## config.mk

```make
export PLATFORM = sky130hd
export DESIGN_NAME = axil_master
export DESIGN_NICKNAME = d
export VERILOG_FILES = /design/src/rtl/axil_master.sv
export SDC_FILE = /design/constraint.sdc
export NUM_CORES = 1
export LEC_CHECK = 0
export ABC_AREA = 1
export CORE_MARGIN = 3
export CORE_UTILIZATION = 35
export DETAILED_ROUTE_END_ITERATION = 10
export PLACE_DENSITY = 0.84
export SYNTH_ARGS = -nofsm -noshare
export SYNTH_HDL_FRONTEND = slang
export SYNTH_SLANG_ARGS = --single-unit
```

## constraint.sdc

```tcl
create_clock -name aclk -period 1.4 [get_ports aclk]
set_input_delay 0.21 -clock aclk [delete_from_list [all_inputs] [get_ports aclk]]
set_output_delay 0.21 -clock aclk [all_outputs]
set_load 0.02 [all_outputs]
```

## src/rtl/axil_master.sv

```systemverilog
// axil_master: single-outstanding AXI-Lite manager that turns a cmd/rsp handshake into AW+W/B or AR/R.
// Latency: with a zero-wait responder and rspReady high, the edge after acceptance+3 samples rspValid and +4 samples cmdReady.
// Backpressure: cmdReady stays low while a transaction is open; each bus valid is held until its ready; rsp is held until rspReady.
// Option: define AXIL_MASTER_ALIGN_CHECK_EN to answer unaligned cmdAddr with SLVERR and no bus activity.
module axil_master #(
  parameter int ADDR_W = 32
) (
  input  logic              aclk,
  input  logic              aresetn,
  // command side
  input  logic              cmdValid,
  output logic              cmdReady,
  input  logic              cmdWrite,
  input  logic [ADDR_W-1:0] cmdAddr,
  input  logic [31:0]       cmdData,
  input  logic [3:0]        cmdStrb,
  // response side
  output logic              rspValid,
  input  logic              rspReady,
  output logic [31:0]       rspData,
  output logic [1:0]        rspResp,
  // write address
  output logic              awValid,
  input  logic              awReady,
  output logic [ADDR_W-1:0] awAddr,
  output logic [2:0]        awProt,
  // write data
  output logic              wValid,
  input  logic              wReady,
  output logic [31:0]       wData,
  output logic [3:0]        wStrb,
  // write response
  input  logic              bValid,
  output logic              bReady,
  input  logic [1:0]        bResp,
  // read address
  output logic              arValid,
  input  logic              arReady,
  output logic [ADDR_W-1:0] arAddr,
  output logic [2:0]        arProt,
  // read data
  input  logic              rValid,
  output logic              rReady,
  input  logic [31:0]       rData,
  input  logic [1:0]        rResp
);

  // ALN_ERR is only reachable when the alignment check is compiled in.
  typedef enum logic [2:0] {
    IDLE    = 3'd0,
    WR_REQ  = 3'd1,
    WR_RESP = 3'd2,
    RD_REQ  = 3'd3,
    RD_RESP = 3'd4,
    RSP     = 3'd5,
    ALN_ERR = 3'd6
  } state_t;

  state_t              state_q, state_d;
  logic                cmd_rdy_q, cmd_rdy_d;
  logic                aw_vld_q, aw_vld_d;
  logic                w_vld_q, w_vld_d;
  logic                b_rdy_q, b_rdy_d;
  logic                ar_vld_q, ar_vld_d;
  logic                r_rdy_q, r_rdy_d;
  logic [ADDR_W-1:0]   addr_q, addr_d;
  logic [31:0]         data_q, data_d;
  logic [3:0]          strb_q, strb_d;
  logic                rsp_vld_q, rsp_vld_d;
  logic [31:0]         rsp_dat_q, rsp_dat_d;
  logic [1:0]          rsp_resp_q, rsp_resp_d;

  // Next-state and registered-output logic; every register holds by default.
  always_comb begin
    state_d    = state_q;
    cmd_rdy_d  = cmd_rdy_q;
    aw_vld_d   = aw_vld_q;
    w_vld_d    = w_vld_q;
    b_rdy_d    = b_rdy_q;
    ar_vld_d   = ar_vld_q;
    r_rdy_d    = r_rdy_q;
    addr_d     = addr_q;
    data_d     = data_q;
    strb_d     = strb_q;
    rsp_vld_d  = rsp_vld_q;
    rsp_dat_d  = rsp_dat_q;
    rsp_resp_d = rsp_resp_q;

    case (state_q)
      IDLE: begin
        // cmdReady rises on the first edge out of reset and stays up while idle.
        cmd_rdy_d = 1'b1;
        if (cmdValid && cmd_rdy_q) begin
          cmd_rdy_d = 1'b0;
          addr_d    = cmdAddr;
          data_d    = cmdData;
          strb_d    = cmdStrb;
`ifdef AXIL_MASTER_ALIGN_CHECK_EN
          if (cmdAddr[1:0] != 2'b00) begin
            state_d = ALN_ERR;
          end else
`endif
          if (cmdWrite) begin
            state_d  = WR_REQ;
            aw_vld_d = 1'b1;
            w_vld_d  = 1'b1;
          end else begin
            state_d  = RD_REQ;
            ar_vld_d = 1'b1;
          end
        end
      end

      WR_REQ: begin
        // AW and W retire independently; B is only accepted once both are gone.
        aw_vld_d = aw_vld_q && !awReady;
        w_vld_d  = w_vld_q && !wReady;
        if (!aw_vld_d && !w_vld_d) begin
          state_d = WR_RESP;
          b_rdy_d = 1'b1;
        end
      end

      WR_RESP: begin
        if (bValid && b_rdy_q) begin
          b_rdy_d    = 1'b0;
          rsp_vld_d  = 1'b1;
          rsp_dat_d  = 32'h0;
          rsp_resp_d = bResp;
          state_d    = RSP;
        end
      end

      RD_REQ: begin
        if (ar_vld_q && arReady) begin
          ar_vld_d = 1'b0;
          r_rdy_d  = 1'b1;
          state_d  = RD_RESP;
        end
      end

      RD_RESP: begin
        if (rValid && r_rdy_q) begin
          r_rdy_d    = 1'b0;
          rsp_vld_d  = 1'b1;
          rsp_dat_d  = rData;
          rsp_resp_d = rResp;
          state_d    = RSP;
        end
      end

      RSP: begin
        if (rsp_vld_q && rspReady) begin
          rsp_vld_d = 1'b0;
          cmd_rdy_d = 1'b1;
          state_d   = IDLE;
        end
      end

`ifdef AXIL_MASTER_ALIGN_CHECK_EN
      ALN_ERR: begin
        // Unaligned command: answer SLVERR without touching the bus.
        rsp_vld_d  = 1'b1;
        rsp_dat_d  = 32'h0;
        rsp_resp_d = 2'b10;
        state_d    = RSP;
      end
`endif

      default: begin
        state_d = IDLE;
      end
    endcase
  end

  // State and output registers with synchronous active-low reset.
  always_ff @(posedge aclk) begin
    if (!aresetn) begin
      state_q    <= IDLE;
      cmd_rdy_q  <= 1'b0;
      aw_vld_q   <= 1'b0;
      w_vld_q    <= 1'b0;
      b_rdy_q    <= 1'b0;
      ar_vld_q   <= 1'b0;
      r_rdy_q    <= 1'b0;
      addr_q     <= '0;
      data_q     <= 32'h0;
      strb_q     <= 4'h0;
      rsp_vld_q  <= 1'b0;
      rsp_dat_q  <= 32'h0;
      rsp_resp_q <= 2'b00;
    end else begin
      state_q    <= state_d;
      cmd_rdy_q  <= cmd_rdy_d;
      aw_vld_q   <= aw_vld_d;
      w_vld_q    <= w_vld_d;
      b_rdy_q    <= b_rdy_d;
      ar_vld_q   <= ar_vld_d;
      r_rdy_q    <= r_rdy_d;
      addr_q     <= addr_d;
      data_q     <= data_d;
      strb_q     <= strb_d;
      rsp_vld_q  <= rsp_vld_d;
      rsp_dat_q  <= rsp_dat_d;
      rsp_resp_q <= rsp_resp_d;
    end
  end

  assign cmdReady = cmd_rdy_q;
  assign rspValid = rsp_vld_q;
  assign rspData  = rsp_dat_q;
  assign rspResp  = rsp_resp_q;
  assign awValid  = aw_vld_q;
  assign awAddr   = addr_q;
  assign awProt   = 3'b000;
  assign wValid   = w_vld_q;
  assign wData    = data_q;
  assign wStrb    = strb_q;
  assign bReady   = b_rdy_q;
  assign arValid  = ar_vld_q;
  assign arAddr   = addr_q;
  assign arProt   = 3'b000;
  assign rReady   = r_rdy_q;

endmodule
```

==> results.md, run 1 <==
CTS
- CTS tree: yes
- post-CTS clock slew at the launch and capture registers of the worst setup and hold paths: 0.07 ns
- Clock Path Buffers: 2
- CTS Sinks: 112
- CTS H-tree lvls: 3
- Clk Latency, worst-skew pair: 0.35 ns
- clock root buffer: sky130_fd_sc_hd__clkbuf_16
- clock buffers created by TritonCTS: 9

Detailed routing
- Final Routed Wirelength: 15000 um
- antenna-violating nets left: 0
- DR WL/cell: 14.7 um
- number of design rule violations left after detail routing: 0
- detailed-route via count: 4716
- via density per instance: 4.63
- drt pass-1 iters: 4
- count of routing violations after the opening detailed-route iteration: 198

Outcome
- run status: finished, violations left
- violations in the final reports: negative setup slack

Critical path
- CP Capture Type: flop
- CP required: 1.64 ns
- CP delay by family, top: simple AND/OR/NAND/NOR gates
- cells along the critical path: inv_2 > buf_6 > nor2_4 > nand2_2 > nand2_4 > buf_6 > nand3_4 > clkbuf_16 > nand2_2 > a21oi_1
- nature of the critical path startpoint: flop
- data arrival time of the critical path: 1.74 ns
- R2R depth: 10
- critical path fanouts, max: 8
- startpoint-to-endpoint class of the critical path: reg2reg
- reg2reg setup slack: -0.10 ns
- buffers plus inverters on the worst setup path: 4
- critical path's slowest cell: sky130_fd_sc_hd__dfxtp_2
- instance count on the critical path: 10
- Worst path max stage delay: 0.34 ns

STA
- number of setup violations in the final report: 41
- part of the cycle the worst path needs: 1.07
- Final WS setup: -0.104 ns
- number of endpoints with negative hold slack in the final report: 0
- RSZ-0062 raised after global routing: true
- worst clock skew on the final layout: 0.00621 ns
- Achievable Freq: 0.665 GHz
- pins over their slew limit: 0
- min cycle time layout: 1.50 ns
- setup_tns: -2.69 ns

Power
- Max IR drop VDD: 0.00108 V
- LEAKAGE: 3.57 nW
- power per cell area: 1700 nW/um^2

Hold path
- Hold Path Class: in2reg
- instance count along the most critical hold path: 3

Floorplan
- number of placed I/O pins: 261
- die height: 121 um
- core area: 12800 um^2
- # rows: 41
- Die Outline Area: 14600 um^2
- initial core utilization: 0.362
- horizontal die dimension: 121 um

Logic synthesis
- Syn Inst Count: 593
- Post-Synthesis Cell Area: 4620 um^2
- number of distinct library cell variants in the gate-level netlist after synthesis: 27
- number of warnings reported in the yosys synthesis log: 0
- register area share after synthesis: 0.486
- mean instance size in the synthesized netlist: 7.79 um^2
- FF+latch count, synth: 112

Cells and area
- count of antenna diodes in the layout: 0
- Nets: 956
- synthesis-to-layout area growth: 70.2%
- final core area utilization: 0.615
- fraction of layout instances using a drive strength above 1: 0.162
- filler cell count: 1112

Placed design
- Placement Setup Slack: -0.225 ns
- last weighted congestion value of the routability-driven placer: 0.868
- number of buffer cells added on primary ports: 254
- post-detailed-placement half-perimeter wirelength: 10700 um

GRT
- initial antenna violation count: 0
- number of global-route vias before repair: 4383
- all-layer global routing usage: 0.191
- pin count of the biggest net entering global routing: 49
- wire length of the first global-routing pass: 22100 um
- GRT overflow: 0

Job
- reported max-cap violation count: 0

==> kinds of logic after synthesis <==
group | synth area share
other | 0.000812
AOI/OAI and AO/OA | 0.197
and+or+nand+nor | 0.141
DFF | 0.486
buffers and inverters | 0.176
==> tightest hold or removal path, delay by kind of cell <==
family	cells	cell delay [ns]
buf+inv	1	0.17
compound gates	2	0.13
==> cell usage after synthesis <==
master | number | area share
sky130_fd_sc_hd__o211ai_1 | 1 | 0.0016
sky130_fd_sc_hd__nand2_2 | 3 | 0.0041
sky130_fd_sc_hd__nand2_4 | 1 | 0.0024
sky130_fd_sc_hd__nor2_2 | 2 | 0.0027
sky130_fd_sc_hd__o21ai_1 | 16 | 0.017
sky130_fd_sc_hd__o21ai_0 | 56 | 0.061
sky130_fd_sc_hd__buf_2 | 10 | 0.011
sky130_fd_sc_hd__dfxtp_1 | 112 | 0.49
sky130_fd_sc_hd__buf_1 | 1 | 0.00081
sky130_fd_sc_hd__buf_4 | 41 | 0.067
sky130_fd_sc_hd__nor2_1 | 14 | 0.011
sky130_fd_sc_hd__nand3_2 | 3 | 0.0065
sky130_fd_sc_hd__inv_2 | 4 | 0.0033
sky130_fd_sc_hd__buf_6 | 6 | 0.015
sky130_fd_sc_hd__clkinv_1 | 1 | 0.00081
sky130_fd_sc_hd__clkbuf_1 | 11 | 0.0089
sky130_fd_sc_hd__nand4_1 | 1 | 0.0014
sky130_fd_sc_hd__and3_1 | 1 | 0.0014
sky130_fd_sc_hd__nand3_1 | 41 | 0.044
sky130_fd_sc_hd__nor2_4 | 1 | 0.0024
sky130_fd_sc_hd__inv_1 | 78 | 0.063
sky130_fd_sc_hd__clkbuf_2 | 6 | 0.0065
sky130_fd_sc_hd__a21oi_1 | 108 | 0.12
sky130_fd_sc_hd__nand3b_1 | 1 | 0.0016
sky130_fd_sc_hd__nand2_1 | 72 | 0.059
sky130_fd_sc_hd__conb_1 | 1 | 0.00081
sky130_fd_sc_hd__nor2_8 | 1 | 0.0043
==> final timing paths <==
check	start	to
worst min register to register	wData[0]$_SDFFE_PN0P_	wData[0]$_SDFFE_PN0P_
worst min-delay path	aresetn	arAddr[31]$_SDFFE_PN0P_
worst max register to register	state_q[1]$_SDFFE_PN0P_	rspData[10]$_SDFFE_PN0P_
worst max-delay path	state_q[1]$_SDFFE_PN0P_	rspData[10]$_SDFFE_PN0P_
==> registers in the layout, summed over array words and instances, names as in the netlist <==
name      count
arAddr       32
rspData      32
wData        32
wStrb         4
state_q       3
rspResp       2
arValid       1
awValid       1
bReady        1
cmdReady      1
rReady        1
rspValid      1
wValid        1
==> power breakdown <==
part | internal [W] | switching, W
clock network | 0.00162 | 0.00115
registers | 0.00382 | 0.000413
logic | 0.00272 | 0.00360
total | 0.00816 | 0.00517
==> repair_timing <==
| item | 4_1_cts | 5_1_grt |
|---|---|---|
| gates cloned | 3 | 2 |
| pin swaps | 1 | 10 |
| resized for setup | 168 | 73 |
| hold buffers | 0 | 0 |
| setup endpoints to repair | 225 | 107 |
| setup buffers | 5 | 7 |
==> metrics by stage <==
step           hold slack [ns]  std cells  area, um^2  total power [W]
4_1_cts                  0.197       1012        7630           0.0130
2_1_floorplan            0.370        598        4640          0.00767
3_5_place_dp             0.433        988        7280           0.0102
5_1_grt                  0.225       1019        7860           0.0141
6_report                 0.215       1019        7860           0.0133
3_3_place_gp             0.429        988        7280           0.0102
==> layout make-up <==
type	count	area, um^2	area share
clock buffers	11	243	0.0309
clock inverters	5	78.8	0.0100
inverters	83	319	0.0406
multi-input cells	328	1810	0.230
flip-flops and latches	112	2250	0.286
well taps	172	215	0.0274
repair buffers	308	2950	0.375
==> cell usage in the layout (no fill, tap or decap), types with 12 or more instances in the layout <==
| master | count |
|---|---|
| sky130_fd_sc_hd__o21ai_1 | 34 |
| sky130_fd_sc_hd__nand3_2 | 13 |
| sky130_fd_sc_hd__nand2_2 | 13 |
| sky130_fd_sc_hd__inv_1 | 78 |
| sky130_fd_sc_hd__nand3_1 | 29 |
| sky130_fd_sc_hd__a21oi_1 | 96 |
| sky130_fd_sc_hd__clkdlybuf4s50_1 | 112 |
| sky130_fd_sc_hd__nand2_1 | 56 |
| sky130_fd_sc_hd__a21oi_2 | 12 |
| sky130_fd_sc_hd__dfxtp_1 | 110 |
| sky130_fd_sc_hd__buf_4 | 35 |
| sky130_fd_sc_hd__o21ai_0 | 34 |
| sky130_fd_sc_hd__dlygate4sd2_1 | 140 |
==> metal layers <==
metal	vias up	routed length, um	GRT usage
met5	-	0	0
met4	0	535	0.0850
met3	38	756	0.0415
met2	150	7800	0.337
met1	2167	5890	0.220
li1	2361	-	-
(Power assumes the default switching activity.)
==> run 2, diff against run 1 <==
--- a/config.mk
+++ b/config.mk
@@ -11,2 +11,3 @@
 export DETAILED_ROUTE_END_ITERATION = 10
+export HOLD_SLACK_MARGIN = 0.1
 export PLACE_DENSITY = 0.84
==> constraint.sdc (replaced) <==
create_clock -name aclk -period 1.4 [get_ports aclk]
set_input_delay 0.42 -clock aclk [delete_from_list [all_inputs] [get_ports aclk]]
set_output_delay 0.42 -clock aclk [all_outputs]
set_load 0.02 [all_outputs]
==> results.md, run 2 (synthesized netlist as in run 1, its figures left out) <==
Cells and area
- Nets: 968
- most used cells in the layout excluding fill and tap cells: sky130_fd_sc_hd__buf_2, sky130_fd_sc_hd__clkdlybuf4s50_1, sky130_fd_sc_hd__dfxtp_1
- fraction of layout instances using a drive strength above 1: 0.421
- synthesis-to-layout area growth: 73.3%
- commonest non-fill, non-tap cell in the layout: sky130_fd_sc_hd__buf_2
- count of antenna diodes in the layout: 0
- Final Instance Area: 8010 um^2
- filler cell count: 1070

Placed design
- Cell Area, Placed: 7360 um^2
- Placement Setup Slack: -0.398 ns
- post-detailed-placement half-perimeter wirelength: 11000 um
- last weighted congestion value of the routability-driven placer: 0.815
- number of buffer cells added on primary ports: 254

Floorplan
- Die Outline Area: 14600 um^2
- # rows: 41
- initial core utilization: 0.362
- core area: 12800 um^2
- die height: 121 um
- number of placed I/O pins: 261
- horizontal die dimension: 121 um

Critical path
- CP Capture Type: flop
- critical path fanouts, max: 8
- R2R depth: 9
- cells along the critical path: inv_4 > buf_4 > nand2_4 > nor2_4 > nand3_4 > clkbuf_16 > buf_8 > o21ai_2 > a21oi_1
- reg2reg end: arAddr[15]$_SDFFE_PN0P_
- nature of the critical path startpoint: flop
- critical path's slowest cell: sky130_fd_sc_hd__dfxtp_4
- startpoint-to-endpoint class of the critical path: reg2reg
- Worst path max stage delay: 0.37 ns
- startpoint of the worst register-to-register path: state_q[1]$_SDFFE_PN0P_
- reg2reg setup slack: -0.16 ns
- CP required: 1.64 ns
- data arrival time of the critical path: 1.80 ns

Power
- power per cell area: 1740 nW/um^2
- LEAKAGE: 3.40 nW
- Max IR drop VDD: 0.00128 V

Outcome
- violations in the final reports: negative setup slack
- run status: finished, violations left

GRT
- initial antenna violation count: 0
- pin count of the biggest net entering global routing: 57
- number of global-route vias before repair: 4370
- GRT overflow: 0
- all-layer global routing usage: 0.191
- wire length of the first global-routing pass: 22200 um

Detailed routing
- number of design rule violations left after detail routing: 0
- detailed-route via count: 4958
- Final Routed Wirelength: 16900 um
- antenna-violating nets left: 0
- DR WL/cell: 16.4 um
- drt pass-1 iters: 4
- via density per instance: 4.81
- count of routing violations after the opening detailed-route iteration: 259

CTS
- CTS H-tree lvls: 3
- Clk Latency, worst-skew pair: 0.35 ns
- CTS Sinks: 112
- clock root buffer: sky130_fd_sc_hd__clkbuf_16
- Clock Path Buffers: 2
- clock buffers created by TritonCTS: 9
- post-CTS clock slew at the launch and capture registers of the worst setup and hold paths: 0.07 ns
- CTS tree: yes
- hold-fix buffers at CTS: 0

STA
- Final WS setup: -0.157 ns
- RSZ-0062 raised after global routing: true
- number of setup violations in the final report: 107
- worst clock skew on the final layout: 0.00519 ns
- Achievable Freq: 0.642 GHz
- min cycle time layout: 1.56 ns
- number of endpoints with negative hold slack in the final report: 0
- worst hold slack after final layout: 0.414 ns
- pins over their slew limit: 0
- part of the cycle the worst path needs: 1.11
- setup_tns: -9.81 ns

Hold path
- instance count along the most critical hold path: 3
- beginning of the worst hold path: aresetn
- Hold Path Class: in2reg
- Worst Hold Endpoint: wData[18]$_SDFFE_PN0P_

Job
- reported max-cap violation count: 0

-- run 2: cell type report --
class                      instances  area [um^2]  share of cell area
clock buffer                      10          239              0.0299
clock inverter                     6         90.1              0.0113
inverter                          83          317              0.0395
multi-input combinational        328         2100               0.263
sequential                       112         2250               0.281
tap                              172          215              0.0269
timing repair buffer             320         2790               0.349
-- run 2: timing repair --
action,4_1_cts,5_1_grt
pin swaps,1,13
buffers inserted,1,6
gates cloned,0,12
gates resized for setup,544,218
setup endpoints to repair,212,165
-- run 2: stage by stage --
stage	total power (W)	std cells	util
floorplan	0.00767	598	-
global placement	0.0103	996	0.576
detailed placement	0.0104	996	0.576
CTS	0.0128	1013	0.585
global route	0.0147	1031	0.627
finish	0.0140	1031	0.627
-- run 2: per-layer routing --
| metal | GRT usage | share of wire | vias to the layer above |
|---|---|---|---|
| met5 | 0 | 0 | - |
| met4 | 0.0701 | 0.037 | 0 |
| met3 | 0.0494 | 0.058 | 47 |
| met2 | 0.342 | 0.54 | 185 |
| met1 | 0.217 | 0.37 | 2330 |
| li1 | - | - | 2396 |
-- run 2: how the worst max path moves through the flow --
stage                     cells past startpoint                     from  slack (ns)                  endpoint
after CTS                                    10  state_q[1]$_SDFFE_PN0P_       -0.08   rspData[1]$_SDFFE_PN0P_
final                                         9  state_q[1]$_SDFFE_PN0P_       -0.16   arAddr[15]$_SDFFE_PN0P_
after global routing                          9  state_q[1]$_SDFFE_PN0P_       -0.23   arAddr[15]$_SDFFE_PN0P_
after global placement                        8                   bValid       -0.34  rspData[30]$_SDFFE_PN0P_
after floorplan                               9  state_q[2]$_SDFFE_PN0P_        0.03   arAddr[18]$_SDFFE_PN0P_
after detailed placement                      8                   bValid       -0.40   rspData[1]$_SDFFE_PN0P_
-- run 2: critical path, delay by kind of cell, from the launching register on --
family	cells	cell delay (ns)
simple gates	3	0.34
compound gates	2	0.20
buf+inv	4	0.53
flops	1	0.37
-- run 2: report_power, final --
group          total [W]  internal (W)  switching [W]
logic            0.00691       0.00297        0.00394
registers        0.00424       0.00383       0.000415
clock network    0.00281       0.00162        0.00119
==> run 3, diff against run 2 <==
- RECOVER_POWER: default -> 50
- SKIP_CTS_REPAIR_TIMING: default -> 1
==> results.md, run 3 (synthesized netlist as in run 1, its figures left out) <==
Detailed routing
- number of design rule violations left after detail routing: 0
- via density per instance: 4.75
- detailed-route via count: 4864
- Final Routed Wirelength: 16100 um
- count of routing violations after the opening detailed-route iteration: 256
- drt pass-1 iters: 4
- antenna-violating nets left: 0
- DR WL/cell: 15.7 um

Floorplan
- die height: 121 um
- Die Outline Area: 14600 um^2
- core area: 12800 um^2
- horizontal die dimension: 121 um
- number of placed I/O pins: 261
- initial core utilization: 0.362
- # rows: 41

CTS
- clock buffers created by TritonCTS: 9
- Clock Path Buffers: 2
- post-CTS clock slew at the launch and capture registers of the worst setup and hold paths: 0.07 ns
- Clk Latency, worst-skew pair: 0.35 ns
- clock root buffer: sky130_fd_sc_hd__clkbuf_16
- CTS H-tree lvls: 3
- CTS tree: yes
- CTS Sinks: 112

Critical path
- cells along the critical path: inv_2 > buf_6 > nor2_4 > nand2_2 > nand2_4 > inv_4 > nor2_8 > buf_12 > nand3_1 > a21oi_1
- critical path fanouts, max: 15
- reg2reg setup slack: -0.17 ns
- critical path's slowest cell: sky130_fd_sc_hd__dfxtp_4
- crit path from: state_q[1]$_SDFFE_PN0P_
- R2R depth: 10
- data arrival time of the critical path: 1.84 ns
- nature of the critical path startpoint: flop
- startpoint of the worst register-to-register path: state_q[1]$_SDFFE_PN0P_
- startpoint-to-endpoint class of the critical path: reg2reg
- CP required: 1.67 ns
- Worst path max stage delay: 0.37 ns
- CP Capture Type: flop
- timing endpoint of the critical path: rspData[4]$_SDFFE_PN0P_
- reg2reg end: rspData[4]$_SDFFE_PN0P_

STA
- Final WS setup: -0.170 ns
- RSZ-0062 raised after global routing: true
- Achievable Freq: 0.637 GHz
- worst clock skew on the final layout: 0.00640 ns
- number of endpoints with negative hold slack in the final report: 0
- setup_tns: -4.93 ns
- worst hold slack after final layout: 0.408 ns
- pins over their slew limit: 0
- part of the cycle the worst path needs: 1.12
- min cycle time layout: 1.57 ns
- number of setup violations in the final report: 55

Placed design
- number of buffer cells added on primary ports: 254
- Placement Setup Slack: -0.398 ns
- last weighted congestion value of the routability-driven placer: 0.815
- Cell Area, Placed: 7360 um^2
- post-detailed-placement half-perimeter wirelength: 11000 um

Job
- reported max-cap violation count: 0

Cells and area
- commonest non-fill, non-tap cell in the layout: sky130_fd_sc_hd__clkdlybuf4s50_1
- count of antenna diodes in the layout: 0
- fraction of layout instances using a drive strength above 1: 0.224
- Reg area: 2250 um^2
- area of the multi-input gates: 1770 um^2
- Final Instance Area: 7950 um^2
- synthesis-to-layout area growth: 72.1%
- filler cell count: 1040
- final core area utilization: 0.622
- Nets: 960
- most used cells in the layout excluding fill and tap cells: sky130_fd_sc_hd__clkdlybuf4s50_1, sky130_fd_sc_hd__dfxtp_1, sky130_fd_sc_hd__a21oi_1

Power
- power per cell area: 1730 nW/um^2
- Max IR drop VDD: 0.00122 V
- LEAKAGE: 4.44 nW

Outcome
- run status: finished, violations left
- violations in the final reports: negative setup slack

GRT
- number of global-route vias before repair: 4313
- GRT overflow: 0
- all-layer global routing usage: 0.187
- wire length of the first global-routing pass: 21900 um
- pin count of the biggest net entering global routing: 57
- initial antenna violation count: 0

Hold path
- Hold Path Class: in2reg

-- run 3: cell count changes in the layout (fill, tap and decap cells not counted), moves of 19 or more --
cell	previous run	this run
sky130_fd_sc_hd__dlymetal6s2s_1	0	80
sky130_fd_sc_hd__o21ai_0	4	30
sky130_fd_sc_hd__buf_2	128	3
sky130_fd_sc_hd__clkbuf_2	0	60
sky130_fd_sc_hd__a21oi_2	32	13
sky130_fd_sc_hd__a21oi_1	76	95
sky130_fd_sc_hd__o21ai_1	1	41
sky130_fd_sc_hd__o21ai_2	65	1
-- run 3: worst max-delay path: cells and delay by family (launching register included) --
kind / cells / cell delay (ns)
flip-flops: 1 / 0.37
AND/OR/NAND/NOR: 5 / 0.58
AO/OA/AOI/OAI: 1 / 0.17
buffers and inverters: 4 / 0.37
-- run 3: area by class of cell --
cell class              instances  share of cell area
well taps                     172              0.0271
clock inverters                 6              0.0113
repair buffers                312               0.385
flip-flops and latches        112               0.283
multi-input cells             328               0.223
inverters                      83              0.0395
clock buffers                  10              0.0301
-- run 3: per-stage QoR --
stage	std cells	power [W]
finish	1023	0.0137
global route	1023	0.0145
CTS	1012	0.0133
detailed placement	996	0.0104
global placement	996	0.0103
floorplan	598	0.00767
-- run 3: how the worst min path moves through the flow --
stage | cells after the start | to | slack (ns) | start
floorplan | 2 | wData[10]$_SDFFE_PN0P_ | 0.52 | wData[10]$_SDFFE_PN0P_
global placement | 2 | wStrb[3]$_SDFFE_PN0P_ | 0.43 | wStrb[3]$_SDFFE_PN0P_
detailed placement | 2 | wData[4]$_SDFFE_PN0P_ | 0.43 | wData[4]$_SDFFE_PN0P_
CTS | 3 | wData[18]$_SDFFE_PN0P_ | 0.40 | aresetn
global route | 3 | wData[18]$_SDFFE_PN0P_ | 0.41 | aresetn
finish | 3 | wData[18]$_SDFFE_PN0P_ | 0.41 | aresetn
-- run 3: power by group --
part           leakage (nW)  total, W  switching, W  internal, W
registers             0.913   0.00424      0.000414      0.00383
logic                  3.37   0.00669       0.00374      0.00295
clock network         0.159   0.00281       0.00119      0.00162
-- run 3: per-layer routing --
layer	up-vias	routed length, um	share of wire	global-route usage
met5	-	0	0	0
met4	0	516	0.032	0.0637
met3	41	974	0.061	0.0503
met2	197	8420	0.52	0.334
met1	2258	6150	0.38	0.216
li1	2368	-	-	-
